File: config.mk
export PLATFORM = sky130hd
export DESIGN_NAME = instr_fetch_unit
export DESIGN_NICKNAME = d
export VERILOG_FILES = /design/src/rtl/instr_fetch_unit_pkg.sv /design/src/rtl/instr_fetch_unit_fetch_watchdog.sv /design/src/rtl/instr_fetch_unit.sv
export SDC_FILE = /design/constraint.sdc
export NUM_CORES = 1
export LEC_CHECK = 0
export ABC_CLOCK_PERIOD_IN_PS = 2620
export CORE_MARGIN = 4
export CORE_UTILIZATION = 50
export DETAILED_ROUTE_END_ITERATION = 8
export DONT_BUFFER_PORTS = 1
export HOLD_SLACK_MARGIN = 0.1
export PLACE_DENSITY = 0.75
export REMOVE_ABC_BUFFERS = 1
export SYNTH_ARGS = -nofsm -noshare
export SYNTH_HDL_FRONTEND = slang
export SYNTH_SLANG_ARGS = --single-unit
File: constraint.sdc
create_clock -name clk -period 2.62 [get_ports clk]
set_clock_uncertainty 0.05 [all_clocks]
set_input_delay 0.655 -clock clk [delete_from_list [all_inputs] [get_ports clk]]
set_output_delay 0.655 -clock clk [all_outputs]
set_load 0.005 [all_outputs]
File: src/rtl/instr_fetch_unit_pkg.sv
// Shared parameters for the fetch stage, the multicycle control FSM and decode.
// Holds the instruction word width and the NOP encoding used when a fetch is
// aborted by the optional watchdog (FETCH_WATCHDOG_EN).
package instr_fetch_unit_pkg;

  localparam int BYTE_WIDTH        = 8;
  localparam int INSTRUCTION_WIDTH = 16;

  // Encoding the control FSM treats as "do nothing"; substituted on an abort.
  localparam logic [INSTRUCTION_WIDTH-1:0] INSTR_NOP = 16'hF000;

endpackage

File: src/rtl/instr_fetch_unit_fetch_watchdog.sv
// Wait counter for the fetch stage watchdog. Only instantiated when
// FETCH_WATCHDOG_EN is defined. Counts cycles spent waiting on mem_ready in the
// current request state and flags the terminal cycle.
module fetch_watchdog #(
  parameter int TIMEOUT_CYCLES = 15
) (
  input  logic clk,
  input  logic reset,
  input  logic restart,   // FSM is changing state this cycle
  input  logic waiting,   // a request is outstanding and mem_ready=0
  output logic timeout
);

  localparam int CW = (TIMEOUT_CYCLES > 2) ? $clog2(TIMEOUT_CYCLES) : 1;
  localparam logic [CW-1:0] TERMINAL = CW'(TIMEOUT_CYCLES - 1);

  logic [CW-1:0] count_q, count_d;

  // Next count: restart wins so every new request state begins at zero.
  always_comb begin
    count_d = count_q;
    if (restart) begin
      count_d = '0;
    end else if (waiting) begin
      count_d = count_q + CW'(1);
    end
  end

  // A ready on the terminal cycle is not "waiting", so it beats the timeout.
  assign timeout = waiting && (count_q == TERMINAL);

  // Counter register.
  always_ff @(posedge clk) begin
    if (reset) begin
      count_q <= '0;
    end else begin
      count_q <= count_d;
    end
  end

endmodule

File: src/rtl/instr_fetch_unit.sv
// Byte-serial instruction fetch: reads the high byte at pc, then the low byte
// at pc+1, and presents the big-endian 16-bit word with a one-cycle valid.
// Optional stall watchdog: define FETCH_WATCHDOG_EN to abort stuck fetches
// with INSTR_NOP and a sticky fetch_error.
module instr_fetch_unit
  import instr_fetch_unit_pkg::*;
#(
  parameter int ADDR_WIDTH        = 16,
  parameter int INSTRUCTION_WIDTH = instr_fetch_unit_pkg::INSTRUCTION_WIDTH,
  parameter int TIMEOUT_CYCLES    = 15
) (
  input  logic                         clk,
  input  logic                         reset,
  input  logic                         fetch_start,
  input  logic [ADDR_WIDTH-1:0]        pc_in,
  input  logic [7:0]                   mem_rdata,
  input  logic                         mem_ready,
  output logic                         mem_req,
  output logic [ADDR_WIDTH-1:0]        mem_addr,
  output logic [INSTRUCTION_WIDTH-1:0] instruction,
  output logic                         instr_valid,
  output logic                         busy,
  output logic                         fetch_error
);

  localparam logic [1:0] IDLE   = 2'd0;
  localparam logic [1:0] REQ_HI = 2'd1;
  localparam logic [1:0] REQ_LO = 2'd2;

  // First byte read from memory lands in the upper half of the word.
  localparam bit BIG_ENDIAN = 1'b1;

  if (INSTRUCTION_WIDTH != 2 * BYTE_WIDTH || TIMEOUT_CYCLES < 2) begin : g_param_check
    $error("instr_fetch_unit: INSTRUCTION_WIDTH must be 16 and TIMEOUT_CYCLES >= 2");
  end

  logic [1:0]                   state_q, state_d;
  logic [ADDR_WIDTH-1:0]        pc_q, pc_d;
  logic [7:0]                   hi_q, hi_d;
  logic [INSTRUCTION_WIDTH-1:0] instr_q, instr_d;
  logic                         valid_q, valid_d;
  logic                         error_q, error_d;
  logic                         timeout;
  logic [INSTRUCTION_WIDTH-1:0] assembled;

  assign assembled = BIG_ENDIAN ? {hi_q, mem_rdata} : {mem_rdata, hi_q};

`ifdef FETCH_WATCHDOG_EN
  fetch_watchdog #(
    .TIMEOUT_CYCLES (TIMEOUT_CYCLES)
  ) u_fetch_watchdog (
    .clk     (clk),
    .reset   (reset),
    .restart (state_d != state_q),
    .waiting ((state_q != IDLE) && !mem_ready),
    .timeout (timeout)
  );
`else
  assign timeout = 1'b0;
`endif

  // Next-state and datapath decisions for the fetch FSM.
  always_comb begin
    // NOTE: every _d gets a default up front so no path leaves a value unassigned, which would infer a latch.
    state_d = state_q;
    pc_d    = pc_q;
    hi_d    = hi_q;
    instr_d = instr_q;
    valid_d = 1'b0;
    error_d = error_q;
    case (state_q)
      IDLE: begin
        if (fetch_start) begin
          pc_d    = pc_in;
          state_d = REQ_HI;
        end
      end
      REQ_HI: begin
        if (mem_ready) begin
          hi_d    = mem_rdata;
          state_d = REQ_LO;
        end else if (timeout) begin
          state_d = IDLE;
          instr_d = INSTR_NOP;
          valid_d = 1'b1;
          error_d = 1'b1;
        end
      end
      REQ_LO: begin
        if (mem_ready) begin
          instr_d = assembled;
          valid_d = 1'b1;
          state_d = IDLE;
        end else if (timeout) begin
          state_d = IDLE;
          instr_d = INSTR_NOP;
          valid_d = 1'b1;
          error_d = 1'b1;
        end
      end
      default: state_d = IDLE;
    endcase
  end

  // Memory-side outputs decoded from registered state only.
  always_comb begin
    busy     = (state_q == REQ_HI) || (state_q == REQ_LO);
    mem_req  = busy;
    mem_addr = (state_q == REQ_LO) ? pc_q + ADDR_WIDTH'(1) : pc_q;
  end

  // State registers with synchronous reset.
  always_ff @(posedge clk) begin
    // NOTE: non-blocking assignments so every flop samples the pre-edge value of every other flop.
    if (reset) begin
      state_q <= IDLE;
      pc_q    <= '0;
      hi_q    <= '0;
      instr_q <= '0;
      valid_q <= 1'b0;
      error_q <= 1'b0;
    end else begin
      state_q <= state_d;
      pc_q    <= pc_d;
      hi_q    <= hi_d;
      instr_q <= instr_d;
      valid_q <= valid_d;
      error_q <= error_d;
    end
  end

  assign instruction = instr_q;
  assign instr_valid = valid_q;
  assign fetch_error = error_q;

endmodule
==> results of run 1 <==
[synthesized netlist by cell type]
library cell  count  area, um^2
conb_1            1        3.75
nand4_4           1        21.3
o22ai_1           1        6.26
ha_1              6        75.1
mux2i_1           2        20.0
buf_4             2        15.0
mux2_2            1        11.3
and3_1            1        6.26
nor3_2            1        10.0
clkbuf_1          9        33.8
nand3_2           1        10.0
a21oi_1          40         200
xor2_1            4        35.0
nand4_1           5        31.3
nor4_4            1        21.3
xnor2_1          11        96.3
nand3_1          11        55.1
inv_1             4        15.0
nor2_1            7        26.3
and2_1            2        12.5
dfxtp_1          43         861
buf_2             5        25.0
nand2_1          82         308
[placed cells by master (no fill, tap or decap), drive strengths merged]
cell type,Yosys,final
a21oi,40,40
and2,2,2
and3,1,1
buf,7,1
clkbuf,9,5
clkinv,0,1
clkinvlp,0,2
conb,1,1
dfxtp,43,43
ha,6,6
inv,4,4
mux2,1,1
mux2i,2,2
nand2,82,82
nand3,12,12
nand4,6,6
nor2,7,7
nor3,1,1
nor4,1,1
o22ai,1,1
xnor2,11,11
xor2,4,4
[path summary, 6_finish.rpt]
check	from	endpoint	slack, ns	cells after the start
hold / removal	reset	pc_q[2]	0.38	1
setup / recovery	state_q[0]	mem_addr[15]	0.11	6
hold reg to reg	hi_q[5]	instruction[13]	0.40	2
setup reg to reg	state_q[0]	instruction[3]	0.93	6
[worst max-delay path: cells and delay by family (launching register included)]
kind	cells	cell delay [ns]
DFF	1	0.34
xor gates and xnor gates	1	0.21
and+or+nand+nor	3	0.68
buffers and inverters	1	0.07
adders and majority gates	1	0.21
[cell families (layout without fill, tap and decap cells)]
logic type      after synthesis  in the layout  synth area share
compound gates               41             41             0.109
simple gates                112            112             0.264
flops                        43             43             0.453
mux                           3              3            0.0165
fa+ha+maj                     6              6            0.0395
buf+inv                      20             13            0.0468
xor+xnor                     15             15            0.0692
other cells                   1              1           0.00197
[per-layer routing]
layer	global-route usage	vias up	wire, um	share of wire
met4	0.0447	0	31	0.0078
met3	0.0638	4	367	0.093
met2	0.264	40	1850	0.47
met1	0.195	663	1700	0.43
li1	-	763	-	-
met5	0	-	0	0
[what timing repair did]
item,CTS,global route
endpoints found under the setup margin,0,1
buffers inserted,0,0
resized for setup,0,3
[final cells by class]
type	count	area, um^2
multi-input cells	178	952
clock buffers	5	68.8
inverters	4	15.0
flip-flops and latches	43	862
clock inverters	3	20.0
repair buffers	1	7.51
fillers	368	1680
well taps	48	60.1
[power groups by stage]
stage               clock network (W)  registers [W]  logic (W)
finish                       0.000403       0.000799   0.000354
global route                 0.000443       0.000811   0.000410
CTS                          0.000415       0.000796   0.000357
detailed placement                  0       0.000812   0.000357
global placement                    0       0.000808   0.000345
floorplan                           0       0.000798   0.000275
[flip-flops by register name, summed over array words and instances, names as in the netlist]
| signal | count |
|---|---|
| instr_valid | 1 |
| state_q | 2 |
| hi_q | 8 |
| pc_q | 16 |
| instruction | 16 |
[stage by stage]
stage               hold WS (ns)   util  total power (W)
floorplan                  0.376      -          0.00107
global placement           0.381  0.517          0.00115
detailed placement         0.385  0.517          0.00117
CTS                        0.374  0.541          0.00157
global route               0.366  0.542          0.00166
finish                     0.382  0.542          0.00156
==> flow_metrics.env, run 1 <==
export IMPL_core_um2=3660
export IMPL_setup_tns_final_ns=0
export IMPL_stdcell_area_um2=1990
export IMPL_grt_overflow=0
export IMPL_cp_end_kind="output pin"
export IMPL_hold_viol=0
export IMPL_pre_cts_ws_ns=0.368
export IMPL_p_per_area_nw_per_um2=783
export IMPL_hold_class="in -> reg"
export IMPL_grtUsageTotal=0.161
export IMPL_maxCapViolations=0
export IMPL_status="finished, final reports clean"
export IMPL_start_util=0.519
export IMPL_dr_total_vias=1470
export IMPL_drive_gt1_frac=0.0726
export IMPL_syn_inst=241
export IMPL_slowest_delay_ns=0.39
export IMPL_leakagePower_nw=0.711
export IMPL_instances_no_fill=282
export IMPL_post_route_period_util=0.960
export IMPL_fp_dieW_um=69.6
export IMPL_cts_buffer_depth=2
export IMPL_postRouteAntennaNets=0
export IMPL_drtPass1Iterations=4
export IMPL_p_sw_frac=0.330
export IMPL_vdd_drop_max_mv=0.402
export IMPL_ys_types=23
export IMPL_numCtsBuffers=5
export IMPL_drcViolationCount=0
export IMPL_worst_ep_arrival_time_ns=1.81
export IMPL_first_global_vias=1438
export IMPL_h_tree_depth=2
export IMPL_finalNetCount=267
export IMPL_setup_viol=0
export IMPL_crit_path_max_fanout=4
export IMPL_synth_area_um2=1900
export IMPL_tightest_slew_ns=0.586
export IMPL_grt_start_max_net_pins=44
export IMPL_p_seq_frac=0.514
export IMPL_die_h_um=69.6
export IMPL_clk_latency_ns=0.29
export IMPL_antenna_found_initial=0
export IMPL_timing_fmax_mhz=398
export IMPL_path_class="reg -> out"
export IMPL_layout_setup_ws_ns=0.105
export IMPL_clockPowerShare=0.259
export IMPL_antenna_cells=0
export IMPL_routed_via_density=5.21
export IMPL_root_buffer="clkbuf_8"
export IMPL_clkSinkCount=43
export IMPL_globalplace_congestion=0.730
export IMPL_required_ns=1.91
export IMPL_fin_crit_ns=2.51
export IMPL_yosysSeqAreaShare=0.453
export IMPL_design_portCount=64
export IMPL_rows=22
export IMPL_wl_mm=3.96
export IMPL_maxSlewViolCount=0
export IMPL_yosys_warnings=0
export IMPL_dp_cells=274
export IMPL_cts_hold_buf=0
export IMPL_path_clk_slew_ns=0.08
export IMPL_cts_tree="built"
export IMPL_dp_hpwl_mm=2.78
export IMPL_p_comb_frac=0.227
export IMPL_p_int_w=0.00104
export IMPL_port_buffers=0
export IMPL_crit_path_cell_trace="inv_2 > ha_2 > nand4_4 > nor4_4 > nand4_1 > xnor2_1"
export IMPL_synth_seq_cells=43
export IMPL_die_area_um2=4850
export IMPL_wl_per_cell_um=14.0
export IMPL_setup_worst_path_start_class="flop"
export IMPL_syn2layout_area_growth_pct=4.55
export IMPL_drtIter0Drc=69
export IMPL_grt_pass1_wl_mm=6.44
export IMPL_slowest_stage="nor4_4"
export IMPL_max_slew_margin_rel=0.609
export IMPL_syn_area_per_cell_um2=7.88
export IMPL_placed_area_um2=1890
export IMPL_p_sw_w=0.000514
(Power assumes the default switching activity.)
==> run 2, diff against run 1 <==
--- a/config.mk
+++ b/config.mk
@@ -5,13 +5,14 @@
 export SDC_FILE = /design/constraint.sdc
 export NUM_CORES = 1
 export LEC_CHECK = 0
-export ABC_CLOCK_PERIOD_IN_PS = 2620
+export ABC_CLOCK_PERIOD_IN_PS = 2200
 export CORE_MARGIN = 4
-export CORE_UTILIZATION = 50
+export CORE_UTILIZATION = 55
+export CTS_CLUSTER_DIAMETER = 30
 export DETAILED_ROUTE_END_ITERATION = 8
 export DONT_BUFFER_PORTS = 1
 export HOLD_SLACK_MARGIN = 0.1
-export PLACE_DENSITY = 0.75
+export PLACE_DENSITY = 0.83
 export REMOVE_ABC_BUFFERS = 1
 export SYNTH_ARGS = -nofsm -noshare
 export SYNTH_HDL_FRONTEND = slang
==> constraint.sdc (replaced) <==
create_clock -name clk -period 2.2 [get_ports clk]
set_clock_uncertainty 0.05 [all_clocks]
set_input_delay 0.55 -clock clk [delete_from_list [all_inputs] [get_ports clk]]
set_output_delay 0.55 -clock clk [all_outputs]
set_load 0.005 [all_outputs]
==> run 2 against run 1 <==
Compared with the run above:
- the flow now finishes with violations (negative setup slack)
- via count increased by 5.2%
- critical path type unchanged
- die area fell by 8.1%
- register-to-register slack worse by 0.48 ns
==> flow_metrics.env, run 2 (synthesized netlist as in run 1, its figures left out) <==
export IMPL_root_buffer="clkbuf_4"
export IMPL_globalplace_congestion=0.777
export IMPL_grt_setup_unrepaired="true"
export IMPL_placed_area_um2=1900
export IMPL_h_tree_depth=2
export IMPL_p_sw_frac=0.313
export IMPL_regToRegStartpoint="state_q[0]"
export IMPL_fp_dieW_um=66.8
export IMPL_core_um2=3340
export IMPL_maxSlewViolCount=0
export IMPL_grt_start_max_net_pins=44
export IMPL_crit_path_max_fanout=4
export IMPL_violations="negative setup slack"
export IMPL_postRouteAntennaNets=0
export IMPL_clockPowerShare=0.295
export IMPL_required_ns=1.60
export IMPL_path_depth=6
export IMPL_die_h_um=66.8
export IMPL_p_int_w=0.00144
export IMPL_antenna_cells=0
export IMPL_first_global_vias=1406
export IMPL_status="finished with violations"
export IMPL_drtPass1Iterations=4
export IMPL_grt_overflow=0
export IMPL_finalNetCount=276
export IMPL_instances_no_fill=289
export IMPL_setup_tns_final_ns=-0.332
export IMPL_p_per_area_nw_per_um2=963
export IMPL_path_clk_slew_ns=0.13
export IMPL_tightest_slew_ns=0.565
export IMPL_grtUsageTotal=0.201
export IMPL_r2r_setup_slack_ns=0.45
export IMPL_timing_fmax_mhz=435
export IMPL_critPathTopFamily="simple AND/OR/NAND/NOR gates"
export IMPL_pre_cts_ws_ns=0.0533
export IMPL_rows=21
export IMPL_hold_class="in -> reg"
export IMPL_layout_setup_ws_ns=-0.100
export IMPL_setup_viol=7
export IMPL_setup_worst_path_start_class="flop"
export IMPL_syn2layout_area_growth_pct=14.4
export IMPL_p_seq_frac=0.464
export IMPL_post_route_period_util=1.05
export IMPL_cts_tree="built"
export IMPL_wl_mm=4.28
export IMPL_clk_latency_ns=0.37
export IMPL_fin_crit_ns=2.30
export IMPL_r2r_end="pc_q[7]"
export IMPL_crit_end="mem_addr[15]"
export IMPL_layout_common_cells="82 x nand2_1, 40 x a21oi_1, 36 x dfxtp_1"
export IMPL_wl_per_cell_um=14.8
export IMPL_antenna_found_initial=0
export IMPL_start_util=0.569
export IMPL_design_portCount=64
export IMPL_clkSinkCount=43
export IMPL_drive_gt1_frac=0.169
export IMPL_dp_hpwl_mm=2.74
export IMPL_hold_viol=0
export IMPL_routed_via_density=5.35
export IMPL_numCtsBuffers=5
export IMPL_slowest_delay_ns=0.36
export IMPL_max_slew_margin_rel=0.623
export IMPL_path_buf_inv=1
export IMPL_stdcell_area_um2=2170
export IMPL_crit_path_cell_trace="inv_4 > ha_4 > nand4_4 > nor4_4 > nand4_1 > xnor2_2"
export IMPL_p_sw_w=0.000655
export IMPL_leakagePower_nw=0.830
export IMPL_vdd_drop_max_mv=0.410
export IMPL_drtIter0Drc=180
export IMPL_total_power_w=0.00209
export IMPL_port_buffers=0
export IMPL_r2r_cells=7
export IMPL_worst_ep_arrival_time_ns=1.70
export IMPL_die_area_um2=4460
export IMPL_cts_buffer_depth=2
export IMPL_grt_pass1_wl_mm=6.69
export IMPL_cp_startpoint="state_q[0]"
export IMPL_drcViolationCount=0
export IMPL_dp_cells=273
export IMPL_hp_start="reset"
export IMPL_slowest_stage="dfxtp_2"
export IMPL_layout_commonest_cell="nand2_1"
export IMPL_cp_end_kind="output pin"
export IMPL_dr_total_vias=1546
export IMPL_path_class="reg -> out"
export IMPL_p_comb_frac=0.242
export IMPL_maxCapViolations=0
run 2: power groups by stage:
stage / combinational, W / sequential [W] / clock [W]
2_1_floorplan: 0.000328 / 0.000950 / 0
3_3_place_gp: 0.000418 / 0.000961 / 0
3_5_place_dp: 0.000425 / 0.000967 / 0
4_1_cts: 0.000485 / 0.000961 / 0.000620
5_1_grt: 0.000574 / 0.000983 / 0.000653
6_report: 0.000506 / 0.000970 / 0.000617
run 2: how the worst min path moves through the flow:
stage / slack [ns] / endpoint / cells past startpoint
after global routing: 0.16 / pc_q[1] / 1
final: 0.18 / pc_q[1] / 1
after global placement: 0.38 / instruction[12] / 2
after floorplan: 0.38 / instruction[10] / 2
after detailed placement: 0.39 / instruction[10] / 2
after CTS: 0.18 / pc_q[3] / 1
run 2: repair_timing:
item | 4_1_cts | 5_1_grt
buffers inserted | 7 | 1
gates cloned | 0 | 0
pin swaps | 10 | 5
resized for setup | 19 | 7
hold buffers | 0 | 0
setup endpoints to repair | 14 | 10
run 2: layout make-up:
type | instances | area [um^2]
well taps | 46 | 57.6
flip-flops and latches | 43 | 875
clock inverters | 2 | 60.1
fillers | 289 | 1160
clock buffers | 6 | 41.3
multi-input cells | 178 | 1050
repair buffers | 10 | 75.1
inverters | 4 | 17.5
run 2: stage by stage:
stage / util / hold slack, ns
3_5_place_dp: 0.569 / 0.390
4_1_cts: 0.637 / 0.179
3_3_place_gp: 0.569 / 0.382
5_1_grt: 0.651 / 0.156
2_1_floorplan: - / 0.376
6_report: 0.651 / 0.181
run 2: per-layer routing:
metal / wire [um] / GRT usage / vias to the layer above
met4: 44 / 0.0812 / 0
met3: 326 / 0.0776 / 6
met1: 1630 / 0.234 / 710
li1: - / - / 785
met5: 0 / 0 / -
met2: 2270 / 0.330 / 45
==> run 3, diff against run 2 <==
--- a/config.mk
+++ b/config.mk
@@ -5,7 +5,7 @@
 export SDC_FILE = /design/constraint.sdc
 export NUM_CORES = 1
 export LEC_CHECK = 0
-export ABC_CLOCK_PERIOD_IN_PS = 2200
+export ABC_CLOCK_PERIOD_IN_PS = 1980
 export CORE_MARGIN = 4
 export CORE_UTILIZATION = 55
 export CTS_CLUSTER_DIAMETER = 30
==> constraint.sdc (replaced) <==
create_clock -name clk -period 1.98 [get_ports clk]
set_clock_uncertainty 0.05 [all_clocks]
set_input_delay 0.495 -clock clk [delete_from_list [all_inputs] [get_ports clk]]
set_output_delay 0.495 -clock clk [all_outputs]
set_load 0.005 [all_outputs]
==> run 3 against run 2 <==
Compared with the run above:
- the flow still finishes with violations (negative setup slack)
- combinational power rose by 29%
- die area did not move
- setup slack worse by 0.15 ns
- cell count grew 3.8%
- hold slack got worse by 0.050 ns
- sequential power is 11% higher
- sequential cell count unchanged
- highest routed layer unchanged
- largest cell class unchanged
- global-route usage about the same
- count of clock-buffer cells in the layout did not move
- critical path depth down 1
- critical path type unchanged
==> flow_metrics.env, run 3 (synthesized netlist as in run 1, its figures left out) <==
export IMPL_p_seq_frac=0.502
export IMPL_wl_mm=4.59
export IMPL_maxCapViolations=0
export IMPL_crit_path_cell_trace="ha_4 > nand4_1 > nor3_4 > nand3_2 > xnor2_2"
export IMPL_slowest_delay_ns=0.37
export IMPL_layout_setup_ws_ns=-0.252
export IMPL_setup_worst_path_start_class="flop"
export IMPL_p_int_w=0.00141
export IMPL_fin_util=0.691
export IMPL_clkSinkCount=43
export IMPL_crit_path_max_fanout=3
export IMPL_drive_gt1_frac=0.252
export IMPL_first_global_vias=1415
export IMPL_required_ns=1.43
export IMPL_dp_hpwl_mm=2.80
export IMPL_maxSlewViolCount=0
export IMPL_cts_hold_buf=0
export IMPL_dr_total_vias=1598
export IMPL_cts_buffer_depth=2
export IMPL_grt_pass1_wl_mm=6.70
export IMPL_globalplace_congestion=0.781
export IMPL_fp_dieW_um=66.8
export IMPL_tightest_slew_ns=0.541
export IMPL_h_tree_depth=2
export IMPL_p_comb_frac=0.305
export IMPL_drtPass1Iterations=4
export IMPL_drcViolationCount=0
export IMPL_clockPowerShare=0.193
export IMPL_layout_common_cells="80 x nand2_1, 40 x a21oi_1, 35 x dfxtp_1"
export IMPL_design_portCount=64
export IMPL_root_buffer="clkbuf_4"
export IMPL_fin_crit_ns=2.23
export IMPL_drtIter0Drc=174
export IMPL_placed_area_um2=1960
export IMPL_grt_setup_unrepaired="true"
export IMPL_postRouteAntennaNets=0
export IMPL_cp_startpoint="pc_q[0]"
export IMPL_p_sw_frac=0.345
export IMPL_hold_viol=0
export IMPL_port_buffers=0
export IMPL_clk_latency_ns=0.36
export IMPL_grtUsageTotal=0.202
export IMPL_start_util=0.569
export IMPL_cts_tree="built"
export IMPL_worst_ep_arrival_time_ns=1.69
export IMPL_layout_commonest_cell="nand2_1"
export IMPL_die_area_um2=4460
export IMPL_status="finished with violations"
export IMPL_antenna_cells=0
export IMPL_n_fill_cell=237
export IMPL_rows=21
export IMPL_hp_start="reset"
export IMPL_stdcell_area_um2=2310
export IMPL_cp_end_kind="output pin"
export IMPL_finalNetCount=287
export IMPL_syn2layout_area_growth_pct=21.4
export IMPL_leakagePower_nw=0.925
export IMPL_core_um2=3340
export IMPL_violations="negative setup slack"
export IMPL_routed_via_density=5.33
export IMPL_pre_cts_ws_ns=-0.000654
export IMPL_numCtsBuffers=5
export IMPL_multi_input_area_um2=1130
export IMPL_vdd_drop_max_mv=0.367
export IMPL_path_clk_slew_ns=0.12
export IMPL_hold_class="in -> reg"
export IMPL_hold_slack_ns=0.131
export IMPL_grt_overflow=0
export IMPL_p_sw_w=0.000741
export IMPL_setup_viol=15
export IMPL_path_class="reg -> out"
export IMPL_r2r_setup_slack_ns=0.23
export IMPL_timing_fmax_mhz=448
export IMPL_wl_per_cell_um=15.3
export IMPL_regToRegStartpoint="state_q[0]"
export IMPL_post_route_period_util=1.13
export IMPL_antenna_found_initial=0
export IMPL_slowest_stage="dfxtp_2"
export IMPL_grt_start_max_net_pins=44
export IMPL_p_per_area_nw_per_um2=932
export IMPL_layout_area_seq_um2=876
export IMPL_die_h_um=66.8
export IMPL_max_slew_margin_rel=0.639
==> run 3: metrics by stage <==
step	instances	setup TNS (ns)	total power, W
finish	300	-2.18	0.00215
global placement	281	0	0.00158
detailed placement	281	-0.000654	0.00160
floorplan	225	-0.383	0.00142
global route	300	-3.41	0.00228
CTS	298	-2.27	0.00210
==> run 3: cell type report <==
type | count | area share
Inverter | 4 | 0.00651
Multi-Input combinational cell | 178 | 0.492
Clock inverter | 2 | 0.00543
Clock buffer | 6 | 0.0179
Timing Repair Buffer | 21 | 0.0733
Sequential cell | 43 | 0.380
Tap cell | 46 | 0.0250
==> run 3: power groups by stage <==
| stage | Clock, W | Combinational (W) | Sequential [W] |
|---|---|---|---|
| floorplan | 0 | 0.000364 | 0.00106 |
| finish | 0.000416 | 0.000655 | 0.00108 |
| global route | 0.000461 | 0.000728 | 0.00109 |
| CTS | 0.000428 | 0.000614 | 0.00106 |
| detailed placement | 0 | 0.000534 | 0.00106 |
| global placement | 0 | 0.000525 | 0.00106 |
==> run 3: path summary, 6_finish.rpt <==
check                    end  cells after the start
max reg2reg       state_q[1]                     10
min reg2reg  instruction[10]                      2
max             mem_addr[12]                      5
min                  pc_q[2]                      1
==> run 3: timing repair <==
item                       in CTS  in global routing
resized for setup              26                 22
setup buffers                  10                  5
pin swaps                      17                 14
hold endpoints to repair        0                  0
setup endpoints to repair      15                 16
==> run 3: worst max-delay path: cells and delay by family, from the launching register on <==
family / cells / cell delay [ns]
fa+ha+maj: 1 / 0.13
simple gates: 3 / 0.66
xor+xnor: 1 / 0.17
flops: 1 / 0.37
==> run 3: routing by layer <==
layer / global-route usage / routed length, um
met3: 0.0590 / 303
met4: 0.117 / 172
met5: 0 / 0
met1: 0.225 / 1770
met2: 0.338 / 2340
==> edit 1, RTL diff (flow settings as in run 1) <==
`ADDR_WIDTH`: 16 -> 15.
--- a/src/rtl/instr_fetch_unit.sv
+++ b/src/rtl/instr_fetch_unit.sv
@@ -7,3 +7,3 @@
 #(
-  parameter int ADDR_WIDTH        = 16,
+  parameter int ADDR_WIDTH        = 15,
   parameter int INSTRUCTION_WIDTH = instr_fetch_unit_pkg::INSTRUCTION_WIDTH,
Interface: changed (resized mem_addr and pc_in); port bits go from 64 to 62. No check against the original RTL was run, so the function may have changed too.
==> edit 1 against run 1 <==
Power decreased by 2.8%. Routed wire length decreased by 1.2%. Critical endpoint is now mem_addr[12]. Largest power group unchanged. Register-to-register slack improved by 0.02 ns. Synthesized area decreased by 1.6%. Cell area unchanged. Critical path depth decreased by 1. Setup slack improved by 0.055 ns. Sequential cell count decreased by 1.
==> edit 1: results (changes against run 1) <==
* Status: completed (unchanged)
* Yosys warns at 0 (unchanged)
* Post-synth top cells: 78 x nand2_1, 42 x dfxtp_1, 41 x a21oi_1 (was 82 x nand2_1, 43 x dfxtp_1, 40 x a21oi_1)
* Dpl hpwl at 2.70 mm (was 2.78 mm)
* Initial antenna violation count at 0 (unchanged)
* Synth cell types at 26 (was 23)
* Crit path max-delay cell type: dfxtp_1 (was nor4_4)
* Port Buf Inserts at 0 (unchanged)
* CTS Buf Count at 5 (unchanged)
* Post-Place Cell Area at 0.00185 sq mm (was 0.00189 sq mm)
* Post-synthesis adder-cell area fraction at 0.0402 (was 0.0395)
* Routed length per instance at 14.1 um (was 14.0 um)
* Max reg flops at 16
* Synth Area in XOR/XNOR at 0.0656 (was 0.0692)
* P_leak at 0.000708 uW (was 0.000711 uW)
* N_diodes at 0 (unchanged)
* CP max stage delay at 0.34 ns (was 0.39 ns)
* Clock latency at the later pin of the worst-skew pair at 0.28 ns
* Slew @ Worst Pin at 0.592 ns (was 0.586 ns)
* Worst Path Max Fanout at 10 (was 4)
* Starting DRT DRC Count at 95 (was 69)
* Worst EP arrival at 1.76 ns (was 1.81 ns)
* Vias in the first global route at 1383 (was 1438)
* Max VDD drop at 0.000355 V (was 0.000402 V)
* Clk slew on worst S/H paths at 0.07 ns
* Critical path's top delay family: simple AND/OR/NAND/NOR gates (unchanged)
* DR vias/cell at 5.36 (was 5.21)
* Post-synthesis sequential area ratio at 0.450 (was 0.453)
* First-pass DRT Iterations at 4 (unchanged)
* Maximum clock insertion buffer count at 2 (unchanged)
* First-pass GRT wire length at 6.47 mm (was 6.44 mm)
* # DRC at 0 (unchanged)
* Met2 Usage GRT at 0.263 (was 0.264)
* Htree depth at 2 (unchanged)
* Routability cong. at 0.770 (was 0.730)
* Tightest Hold Check Type: input pin to flop (unchanged)
* Async S/R FF share, synth at 0 (unchanged)
* Post-synthesis compound-gate area fraction at 0.124 (was 0.109)
* Mux cell area share after synthesis at 0.00602 (was 0.0165)
* Dominant cells by area after synthesis: dfxtp_1 45%, nand2_1 16%, a21oi_1 11% (unchanged)
* GRT met1 Usage at 0.198 (was 0.195)
* Total GRT Usage at 0.163 (was 0.161)
* Final nets at 263 (was 267)
* Largest net degree at the start of global routing at 43 (was 44)
* Synth Flop Type: dfxtp_1 (unchanged)
* Share of layout cells above drive strength 1 at 0.0649 (was 0.0726)
* CTS Root Cell: clkbuf_8 (unchanged)
* M3 GR Usage at 0.0625 (was 0.0638)
* R2R Setup Slk at 0.95 ns (was 0.93 ns)
==> edit 1: cell types whose count changed in the layout (fill, tap and decap cells not counted), sizes merged, moves of 3 or more <==
cell	change
xnor2	-5
nand2	-4
nor2	-4
xor2	+4
nor4	+3
==> edit 1: report_power, final <==
group          switching, uW  internal, uW  leakage (uW)
logic                    168          93.7      0.000315
clock network            213           284     0.0000514
registers               58.1           695      0.000342
==> edit 1: logic make-up (layout without fill, tap and decap cells) <==
kind of cell    count (synthesis)  count (layout)
simple gates                  110             110
compound gates                 45              45
flops                          42              42
buf+inv                        20              12
xor+xnor                       14              14
fa+ha+maj                       6               6
other cells                     1               1
mux                             1               1
==> edit 1: area by class of cell <==
class	instances	area, sq um
fill	340	1480
multi-input combinational	177	962
sequential	42	841
clock buffer	6	72.6
tap	46	57.6
clock inverter	2	37.5
inverter	4	15.0
==> edit 1: final timing paths <==
check | start | end | depth (start not counted)
max | state_q[0] | mem_addr[12] | 5
min | reset | pc_q[13] | 1
max reg2reg | state_q[0] | instruction[7] | 5
min reg2reg | hi_q[4] | instruction[12] | 2
==> edit 1: metal layers <==
layer / vias up / wire length, um
met1: 687 / 1760
met2: 31 / 1860
met3: 4 / 237
li1: 763 / -
met5: - / 0
met4: 0 / 59
==> edit 1: stage by stage <==
step | utilization | setup WS (ns) | cells | hold slack, ns | power, uW
6_report | 0.573 | 0.160 | 277 | 0.385 | 1510
5_1_grt | 0.573 | 0.00164 | 277 | 0.360 | 1600
4_1_cts | 0.566 | 0.00668 | 277 | 0.371 | 1520
3_5_place_dp | 0.535 | 0.318 | 269 | 0.388 | 1030
3_3_place_gp | 0.535 | 0.370 | 269 | 0.383 | 1020
2_1_floorplan | - | 0.497 | 223 | 0.376 | 966
==> edit 1: timing repair <==
action | in CTS | in global routing
setup endpoints to repair | 0 | 6
resized for setup | 0 | 4
buffers inserted | 0 | 0
==> edit 1: worst reg2reg max path, delay by kind of cell (launching register included) <==
family                     cells  cell delay, ns
adders and majority gates      1            0.31
AOI/OAI and AO/OA              1            0.15
buffers and inverters          1            0.11
DFF                            1            0.34
and+or+nand+nor                2            0.67
==> edit 2, RTL diff (flow settings as in run 1) <==
Made on the original files. Take the reset off `pc_q` and load it in a clocked block of its own.
--- a/src/rtl/instr_fetch_unit.sv
+++ b/src/rtl/instr_fetch_unit.sv
@@ -116,3 +116,2 @@
       state_q <= IDLE;
-      pc_q    <= '0;
       hi_q    <= '0;
@@ -123,3 +122,2 @@
       state_q <= state_d;
-      pc_q    <= pc_d;
       hi_q    <= hi_d;
@@ -131,2 +129,6 @@
 
+  always_ff @(posedge clk) begin
+    pc_q <= pc_d;
+  end
+
   assign instruction = instr_q;
Check against the original RTL: not equivalent (Yosys sat finds a counterexample within 4 cycles, from zero or initial values and one cycle with reset high).
==> edit 2 against run 1 <==
Setup slack improved by 0.058 ns. Power rose by 14%. Synthesized area fell by 2.6%. Cell area rose by 0.63%. Global-route usage fell by 0.15 points. Sequential cell count did not move. Routed wire length fell by 6.4%. Final cell count fell by 18%. Critical endpoint is now mem_addr[12]. Largest cell class is now flip-flops and latches. Largest power group unchanged. Highest routed layer unchanged.
==> edit 2: results (changes against run 1) <==
* Routability cong. at 0.703 (was 0.730)
* Post-synth top cells: 49 x nand2_1, 27 x dfxtp_1, 24 x a21oi_1 (was 82 x nand2_1, 43 x dfxtp_1, 40 x a21oi_1)
* M3 GR Usage at 0.0827 (was 0.0638)
* Dominant cells by area after synthesis: dfxtp_1 29%, edfxtp_1 26%, nand2_1 9.9% (was dfxtp_1 45%, nand2_1 16%, a21oi_1 11%)
* Via count at 1275 (was 1470)
* Dpl ws at 0.287 ns (was 0.368 ns)
* Crit path max-delay cell type: dfxtp_1 (was nor4_4)
* Worst Path Max Fanout at 6 (was 4)
* Routed wire length at 3.71 mm (was 3.96 mm)
* Status: completed (unchanged)
* Post-synthesis sequential area ratio at 0.552 (was 0.453)
* Met2 Usage GRT at 0.286 (was 0.264)
* Post-Syn Instances at 187 (was 241)
* Total GRT Usage at 0.159 (was 0.161)
* Slew headroom at 0.566 (was 0.609)
* Core Util, Final at 0.581 (was 0.542)
* Synth cell types at 27 (was 23)
* Non-filler instance count after layout at 231 (was 282)
* Dpl hpwl at 2.82 mm (was 2.78 mm)
* Post-synth EDFFs at 16 (was 0)
* First-pass GRT wire length at 5.51 mm (was 6.44 mm)
* # fillers at 307 (was 368)
* Post-Place Cell Area at 0.00185 sq mm (was 0.00189 sq mm)
* CP max stage delay at 0.35 ns (was 0.39 ns)
* Starting DRT DRC Count at 28 (was 69)
* Final nets at 218 (was 267)
* Max VDD drop at 0.000399 V (was 0.000402 V)
* P_leak at 0.000674 uW (was 0.000711 uW)
* Share of layout cells above drive strength 1 at 0.0811 (was 0.0726)
* Worst EP arrival at 1.75 ns (was 1.81 ns)
* Clk slew on worst S/H paths at 0.08 ns (about the same)
* GRT met1 Usage at 0.152 (was 0.195)
[edit 2: metal layers]
layer / vias to the layer above / wire length, um
met5: - / 0
li1: 618 / -
met4: 0 / 42
met1: 601 / 1330
met3: 4 / 420
met2: 52 / 1920
[edit 2: path summary, 6_finish.rpt]
check | start | endpoint | slack (ns) | cells past startpoint
max | state_q[0] | mem_addr[12] | 0.16 | 6
min | reset | instruction[10] | 0.37 | 1
max reg2reg | state_q[1] | state_q[0] | 0.92 | 6
min reg2reg | hi_q[3] | hi_q[3] | 0.40 | 2
[edit 2: logic make-up (layout without fill, tap and decap cells)]
| family | count (synthesis) | after routing | share of synthesized area |
|---|---|---|---|
| mux | 3 | 3 | 0.0169 |
| simple gates | 80 | 80 | 0.210 |
| fa+ha+maj | 6 | 6 | 0.0406 |
| xor+xnor | 15 | 15 | 0.0710 |
| compound gates | 25 | 25 | 0.0683 |
| flops | 43 | 43 | 0.552 |
| buf+inv | 14 | 12 | 0.0392 |
| other cells | 1 | 1 | 0.00203 |
[edit 2: area by class of cell]
class	instances	share of cell area
clock buffers	6	0.0363
inverters	3	0.00564
repair buffers	1	0.00376
flip-flops and latches	43	0.511
clock inverters	2	0.0301
well taps	46	0.0288
multi-input cells	130	0.384
[edit 2: timing repair]
action / CTS / global route
pin swaps: 0 / 1
resized for setup: 1 / 1
setup buffers: 0 / 0
setup endpoints to repair: 2 / 5
[edit 2: power breakdown]
group	internal [uW]	switching [uW]
clock network	381	207
registers	796	74.3
logic	115	204
[edit 2: per-stage QoR]
step	power, uW	hold WS (ns)
after floorplan	1110	0.376
after global placement	1170	0.381
after detailed placement	1200	0.391
after CTS	1790	0.363
after global routing	1870	0.357
final	1780	0.372
